===== config.mk =====
export PLATFORM = sky130hd
export DESIGN_NAME = sqrt_datapath_flat
export DESIGN_NICKNAME = d
export VERILOG_FILES = /design/src/rtl/sqrt_pkg.sv /design/src/rtl/sqrt_datapath_if.sv /design/src/rtl/sqrt_ld_add_reg.sv /design/src/rtl/sqrt_datapath.sv /design/src/flat_wrapper.sv
export SDC_FILE = /design/constraint.sdc
export NUM_CORES = 1
export LEC_CHECK = 0
export ABC_CLOCK_PERIOD_IN_PS = 2400
export CORE_ASPECT_RATIO = 1.2
export CORE_MARGIN = 8
export CORE_UTILIZATION = 50
export CTS_BUF_LIST = sky130_fd_sc_hd__clkbuf_2
export CTS_CLUSTER_SIZE = 28
export DETAILED_ROUTE_END_ITERATION = 12
export HOLD_SLACK_MARGIN = 0.02
export PLACE_DENSITY = 0.76
export SYNTH_ARGS = -nofsm -noshare
export SYNTH_HDL_FRONTEND = slang
export SYNTH_SLANG_ARGS = --single-unit

===== constraint.sdc =====
create_clock -name clk -period 2.4 [get_ports clk]
set_input_delay 0.36 -clock clk [delete_from_list [all_inputs] [get_ports clk]]
set_output_delay 0.36 -clock clk [all_outputs]
set_load 0.01 [all_outputs]

===== src/rtl/sqrt_pkg.sv =====
// Shared constants and width helpers for the iterative square-root datapath.
// Every width is derived from the radicand width so that the units always agree.
package sqrt_pkg;

  // The root is built by summing odd numbers: sq = 1, 4, 9, ... and del = 3, 5, 7, ...
  localparam int SQ_INIT  = 1;
  localparam int DEL_INIT = 3;
  localparam int DEL_STEP = 2;

  // sq must be able to hold the overshoot square 2^width.
  function automatic int sq_w(input int width);
    return width + 1;
  endfunction

  // del reaches 2^(width/2+1)+1 on the final step.
  function automatic int del_w(input int width);
    return width / 2 + 2;
  endfunction

  function automatic int root_w(input int width);
    return width / 2;
  endfunction

endpackage


===== src/rtl/sqrt_datapath_if.sv =====
// Control bus between the sqrt controller FSM (master) and the datapath (slave).
// The controller drives the enables on negedge and samples greater on negedge.
interface sqrt_datapath_if;
  logic en_a;
  logic en_del;
  logic en_sq;
  logic en_out;
  logic ld_add;
  logic greater;

  modport master (
    output en_a, en_del, en_sq, en_out, ld_add,
    input  greater
  );

  modport slave (
    input  en_a, en_del, en_sq, en_out, ld_add,
    output greater
  );
endinterface


===== src/rtl/sqrt_ld_add_reg.sv =====
// Enabled register that either reloads a constant or accumulates an operand.
// Shared by the sq and del registers of the square-root datapath.
module sqrt_ld_add_reg #(
  parameter int W    = 8,
  parameter int INIT = 0
) (
  input  logic         clk,
  input  logic         clr,
  input  logic         en,
  input  logic         ld_add,
  input  logic [W-1:0] add_val,
  output logic [W-1:0] q
);

  // NOTE: the clear sits in the sensitivity list, so it acts without waiting
  // for a clock edge; every flop in this datapath follows the same pattern.
  always_ff @(posedge clk or posedge clr) begin
    if (clr) begin
      q <= '0;
    end else if (en) begin
      // NOTE: registers take non-blocking assignments so that every flop reads
      // the pre-edge value of its neighbours on the same edge.
      q <= ld_add ? q + add_val : W'(INIT);
    end
  end

endmodule


===== src/rtl/sqrt_datapath.sv =====
// Datapath for the iterative integer square-root finder (sum of odd numbers).
// Optional add-step counter output iter_cnt is enabled by SQRT_DATAPATH_ITER_CNT_EN.
module sqrt_datapath
  import sqrt_pkg::*;
#(
  parameter int WIDTH  = 8,
  parameter int SQ_W   = sq_w(WIDTH),
  parameter int DEL_W  = del_w(WIDTH),
  parameter int ROOT_W = root_w(WIDTH)
) (
  input  logic              clk,
  input  logic              clr,
  input  logic [WIDTH-1:0]  din,
  sqrt_datapath_if.slave    ctrl,
  output logic [ROOT_W-1:0] root,
  output logic              root_valid
`ifdef SQRT_DATAPATH_ITER_CNT_EN
  ,
  output logic [ROOT_W:0]   iter_cnt
`endif
);

  if ((WIDTH < 2) || ((WIDTH % 2) != 0)) begin : g_width_check
    $error("sqrt_datapath: WIDTH must be even and >= 2");
  end

  logic [WIDTH-1:0]  a_reg;
  logic [SQ_W-1:0]   sq;
  logic [DEL_W-1:0]  del;
  logic [ROOT_W-1:0] root_next;

  // Radicand: loaded on the load cycle, held for the rest of the run.
  always_ff @(posedge clk or posedge clr) begin
    if (clr) begin
      a_reg <= '0;
    end else if (ctrl.en_a && !ctrl.ld_add) begin
      a_reg <= din;
    end
  end

  // sq accumulates the odd step; del is always narrower, so zero-extend it.
  sqrt_ld_add_reg #(
    .W    (SQ_W),
    .INIT (SQ_INIT)
  ) u_sq (
    .clk     (clk),
    .clr     (clr),
    .en      (ctrl.en_sq),
    .ld_add  (ctrl.ld_add),
    .add_val (SQ_W'(del)),
    .q       (sq)
  );

  sqrt_ld_add_reg #(
    .W    (DEL_W),
    .INIT (DEL_INIT)
  ) u_del (
    .clk     (clk),
    .clr     (clr),
    .en      (ctrl.en_del),
    .ld_add  (ctrl.ld_add),
    .add_val (DEL_W'(DEL_STEP)),
    .q       (del)
  );

  // Settles half a cycle before the controller samples it on negedge.
  assign ctrl.greater = (sq > SQ_W'(a_reg));

  // del = 2r+3 once sq has overshot, so r = del/2 - 1.
  assign root_next = ROOT_W'((del >> 1) - DEL_W'(1));

  always_ff @(posedge clk or posedge clr) begin
    if (clr) begin
      root       <= '0;
      root_valid <= 1'b0;
    end else begin
      root_valid <= ctrl.en_out;
      if (ctrl.en_out) begin
        root <= root_next;
      end
    end
  end

`ifdef SQRT_DATAPATH_ITER_CNT_EN
  // Counts add steps of the current run; the done edge (en_out) freezes it
  // even though sq/del re-initialise on that same edge.
  always_ff @(posedge clk or posedge clr) begin
    if (clr) begin
      iter_cnt <= '0;
    end else if (ctrl.en_sq && !ctrl.en_out) begin
      if (!ctrl.ld_add) begin
        iter_cnt <= '0;
      end else if (iter_cnt != '1) begin
        iter_cnt <= iter_cnt + (ROOT_W+1)'(1);
      end
    end
  end
`endif

endmodule


===== src/flat_wrapper.sv =====
// flat-port wrapper written by rule: the top's interface ports become plain ports
module sqrt_datapath_flat import sqrt_pkg::*;
#(
  parameter int WIDTH  = 8,
  parameter int SQ_W   = sq_w(WIDTH),
  parameter int DEL_W  = del_w(WIDTH),
  parameter int ROOT_W = root_w(WIDTH)
)
  (clk, clr, din, root, root_valid, ctrl_en_a, ctrl_en_del, ctrl_en_sq, ctrl_en_out, ctrl_ld_add, ctrl_greater);
  sqrt_datapath_if ctrl_i ();
  input  logic clk;
  input  logic clr;
  input  logic [WIDTH-1:0] din;
  output logic [ROOT_W-1:0] root;
  output logic root_valid;
  input wire logic [$bits(ctrl_i.en_a)-1:0] ctrl_en_a;
  input wire logic [$bits(ctrl_i.en_del)-1:0] ctrl_en_del;
  input wire logic [$bits(ctrl_i.en_sq)-1:0] ctrl_en_sq;
  input wire logic [$bits(ctrl_i.en_out)-1:0] ctrl_en_out;
  input wire logic [$bits(ctrl_i.ld_add)-1:0] ctrl_ld_add;
  output wire logic [$bits(ctrl_i.greater)-1:0] ctrl_greater;
  assign ctrl_i.en_a = ctrl_en_a;
  assign ctrl_i.en_del = ctrl_en_del;
  assign ctrl_i.en_sq = ctrl_en_sq;
  assign ctrl_i.en_out = ctrl_en_out;
  assign ctrl_i.ld_add = ctrl_ld_add;
  assign ctrl_greater = ctrl_i.greater;
  sqrt_datapath #(.WIDTH(WIDTH), .SQ_W(SQ_W), .DEL_W(DEL_W), .ROOT_W(ROOT_W)) u_core (.clk(clk), .clr(clr), .din(din), .ctrl(ctrl_i), .root(root), .root_valid(root_valid));
endmodule

==> results.ini <==
[sta]
post-route-period-util_pct = 95.6
drv_slew = 0
holdWs_ns = 0.329
timing.fmax_ghz = 0.436
setup_viol = 0
rsz0062_at_grt = true
hold_violations = 0
relSlewSlack_pct = 70.5
setup_ws_ns = 0.105
worstMarginPinSlew_ns = 0.442
tns_ns = 0
min_period_ns = 2.30
finClkSkew_ns = 0.00618

[pwr]
max-vdd-ir-drop_mv = 0.354
power_density_nw_per_um2 = 633
leakage_nw = 0.949

[floorplan]
num_rows = 23
die_area_sq_um = 5410
ios = 21
coreArea_sq_um = 3250
initial_core_util_pct = 50.8
die_w_um = 68.5
dieHeight_um = 79.0

[drt]
vias = 1395
drt-total-wl_um = 3630
dr.pass1.iters = 4
first_iter_violations = 69
drcViolationCount = 0
via_per_inst = 5.63
wire_per_inst_um = 14.7
drtAntennaViolNets = 0

[cells_and_area]
n_fill_cell = 274
final_nets = 245
largest_reg_flops = 9
drive_above_1_share_pct = 11.8
area_growth_syn_to_layout_pct = 22.5
diodes = 0

[worst_hold_path]
hold_path_class = in2async

[global_route]
grt_pass1_wl_um = 5810
grt_pass1_vias = 1283
track_usage_pct = 13.7
grt_antenna_before_repair = 0
grt_max_degree = 29
gr-total-overflow = 0

[logic_synthesis]
synth_largest_area_cell = dfrtp_1
ys_ff_latch = 28
seq_area_frac_synth_pct = 42.4
yosysUniqueCellTypes = 37
ys_top_cells_by_count = dfrtp_1 (28), nand2_1 (21), ha_1 (16)
synth.cell_area_sq_um = 1650
async_flop_share_pct = 100
synth_edf_count = 0
yosysWarnings = 0
synth_top_area_share_pct = 42.4
yosysMostFrequentCell = dfrtp_1
synthesis.nets = 211
syn-instance-count = 179
ys_top_cells_by_area = dfrtp_1 (42%), ha_1 (12%), nand2_1 (4.8%), o21ai_0 (4.2%), inv_1 (3.4%)
avgSynthCellArea_sq_um = 9.23
ys.flop_type = dfrtp_1

[critical_path]
cp_top_family = simple AND/OR/NAND/NOR gates
critPathMaxStageDelay_ns = 0.44
critPathMaxFanout = 2
crit_required_ns = 2.04
arrival_ns = 1.94
path_cells = ha_1 > nand4b_1 > or3_1 > a32oi_1 > buf_2
cp.buffers_inverters = 1
endpoint_kind = output pin
path_class = reg2out
slowest_stage = dfrtp_1
start_kind = flip-flop

[clocking]
cts-buffers-inserted = 3
worstSkewPairLatency_ns = 0.35
clk_pin_slew_ns = 0.24
cts.sinks = 28
cts_tree = built
cts_root_buffer = clkbuf_2
cts-hold-fix-buffers = 0
cts_htree_levels = 1
cts_max_path_buffers = 2

[job]
cap_violations = 0

[placed_design]
io_buffers = 20
gp_congestion = 0.949
dp_hpwl_um = 2690
pre_cts_ws_ns = 0.0498

[status]
status = finished, final reports clean

-- power breakdown --
part           switching (mW)  internal (mW)
clock                   0.131         0.0340
combinational           0.253          0.271
sequential             0.0565          0.536
-- cell families (layout without fill, tap and decap cells) --
kind of cell / after synthesis / count (layout) / synth area share, %
xor+xnor: 4 / 4 / 2.12
buf+inv: 22 / 54 / 5.00
simple gates: 57 / 57 / 16.9
fa+ha+maj: 17 / 17 / 13.3
flops: 28 / 28 / 42.4
mux: 3 / 3 / 1.97
compound gates: 48 / 48 / 18.3
-- worst paths after layout --
check | start | to | slack [ns] | cells past startpoint
setup / recovery | u_core.u_sq.q[6] | ctrl_greater | 0.10 | 5
hold / removal | clr | u_core.a_reg[3] | 0.33 | 3
setup reg to reg | u_core.u_del.q[0] | u_core.u_sq.q[8] | 0.33 | 5
hold reg to reg | u_core.u_del.q[0] | u_core.u_del.q[0] | 0.52 | 1
max in group asynchronous | clr | u_core.u_sq.q[4] | 1.82 | 3
min in group clk | u_core.u_del.q[0] | u_core.u_del.q[0] | 0.52 | 1
-- cells in the final DEF, fill, tap and decap left out, types with 3 or more instances in the layout --
cell type        count
nor3_1               4
xnor2_1              4
o21ai_0             14
ha_1                14
o21ai_1              4
dfrtp_1             28
buf_4               15
nor2_1               8
a21oi_1             11
nand3_1              7
nand2b_1             3
a21o_1               5
nand2_1             21
clkdlybuf4s50_1     19
clkbuf_2             3
inv_1               15
nor2b_1              4
-- cell type report --
| type | instances | area (sq um) | share of cell area, % |
|---|---|---|---|
| tap | 37 | 46.3 | 2.29 |
| multi-input combinational | 129 | 895 | 44.2 |
| timing repair buffer | 35 | 308 | 15.2 |
| clock buffer | 3 | 15.0 | 0.742 |
| inverter | 16 | 60.1 | 2.97 |
| sequential | 28 | 701 | 34.6 |
-- timing repair --
| action | in CTS | in global routing |
|---|---|---|
| setup buffers | 3 | 8 |
| endpoints found under the setup margin | 1 | 1 |
| resized for setup | 4 | 2 |
| pin swaps | 0 | 2 |
| endpoints found under the hold margin | 0 | 0 |
-- through the flow --
step                      utilization (%)  instances  cell area [sq um]  power (mW)
after floorplan                         -        179               1650       0.917
after global placement               58.6        234               1910        1.04
after detailed placement             58.6        234               1910        1.06
after CTS                            59.6        240               1940        1.22
after global routing                 62.3        248               2020        1.38
final                                62.3        248               2020        1.28
-- tightest hold or removal path: cells and delay by family --
family | cells | cell delay [ns]
buffers and inverters | 3 | 0.77
-- layer usage --
layer / vias up / track usage, % / share of wire [%]
met5: - / 0 / 0
met4: 0 / 6.57 / 2.1
li1: 696 / - / -
met1: 653 / 17.9 / 45
met2: 38 / 21.3 / 49
met3: 8 / 1.69 / 4.2
Power figures use the tool's default switching activity.
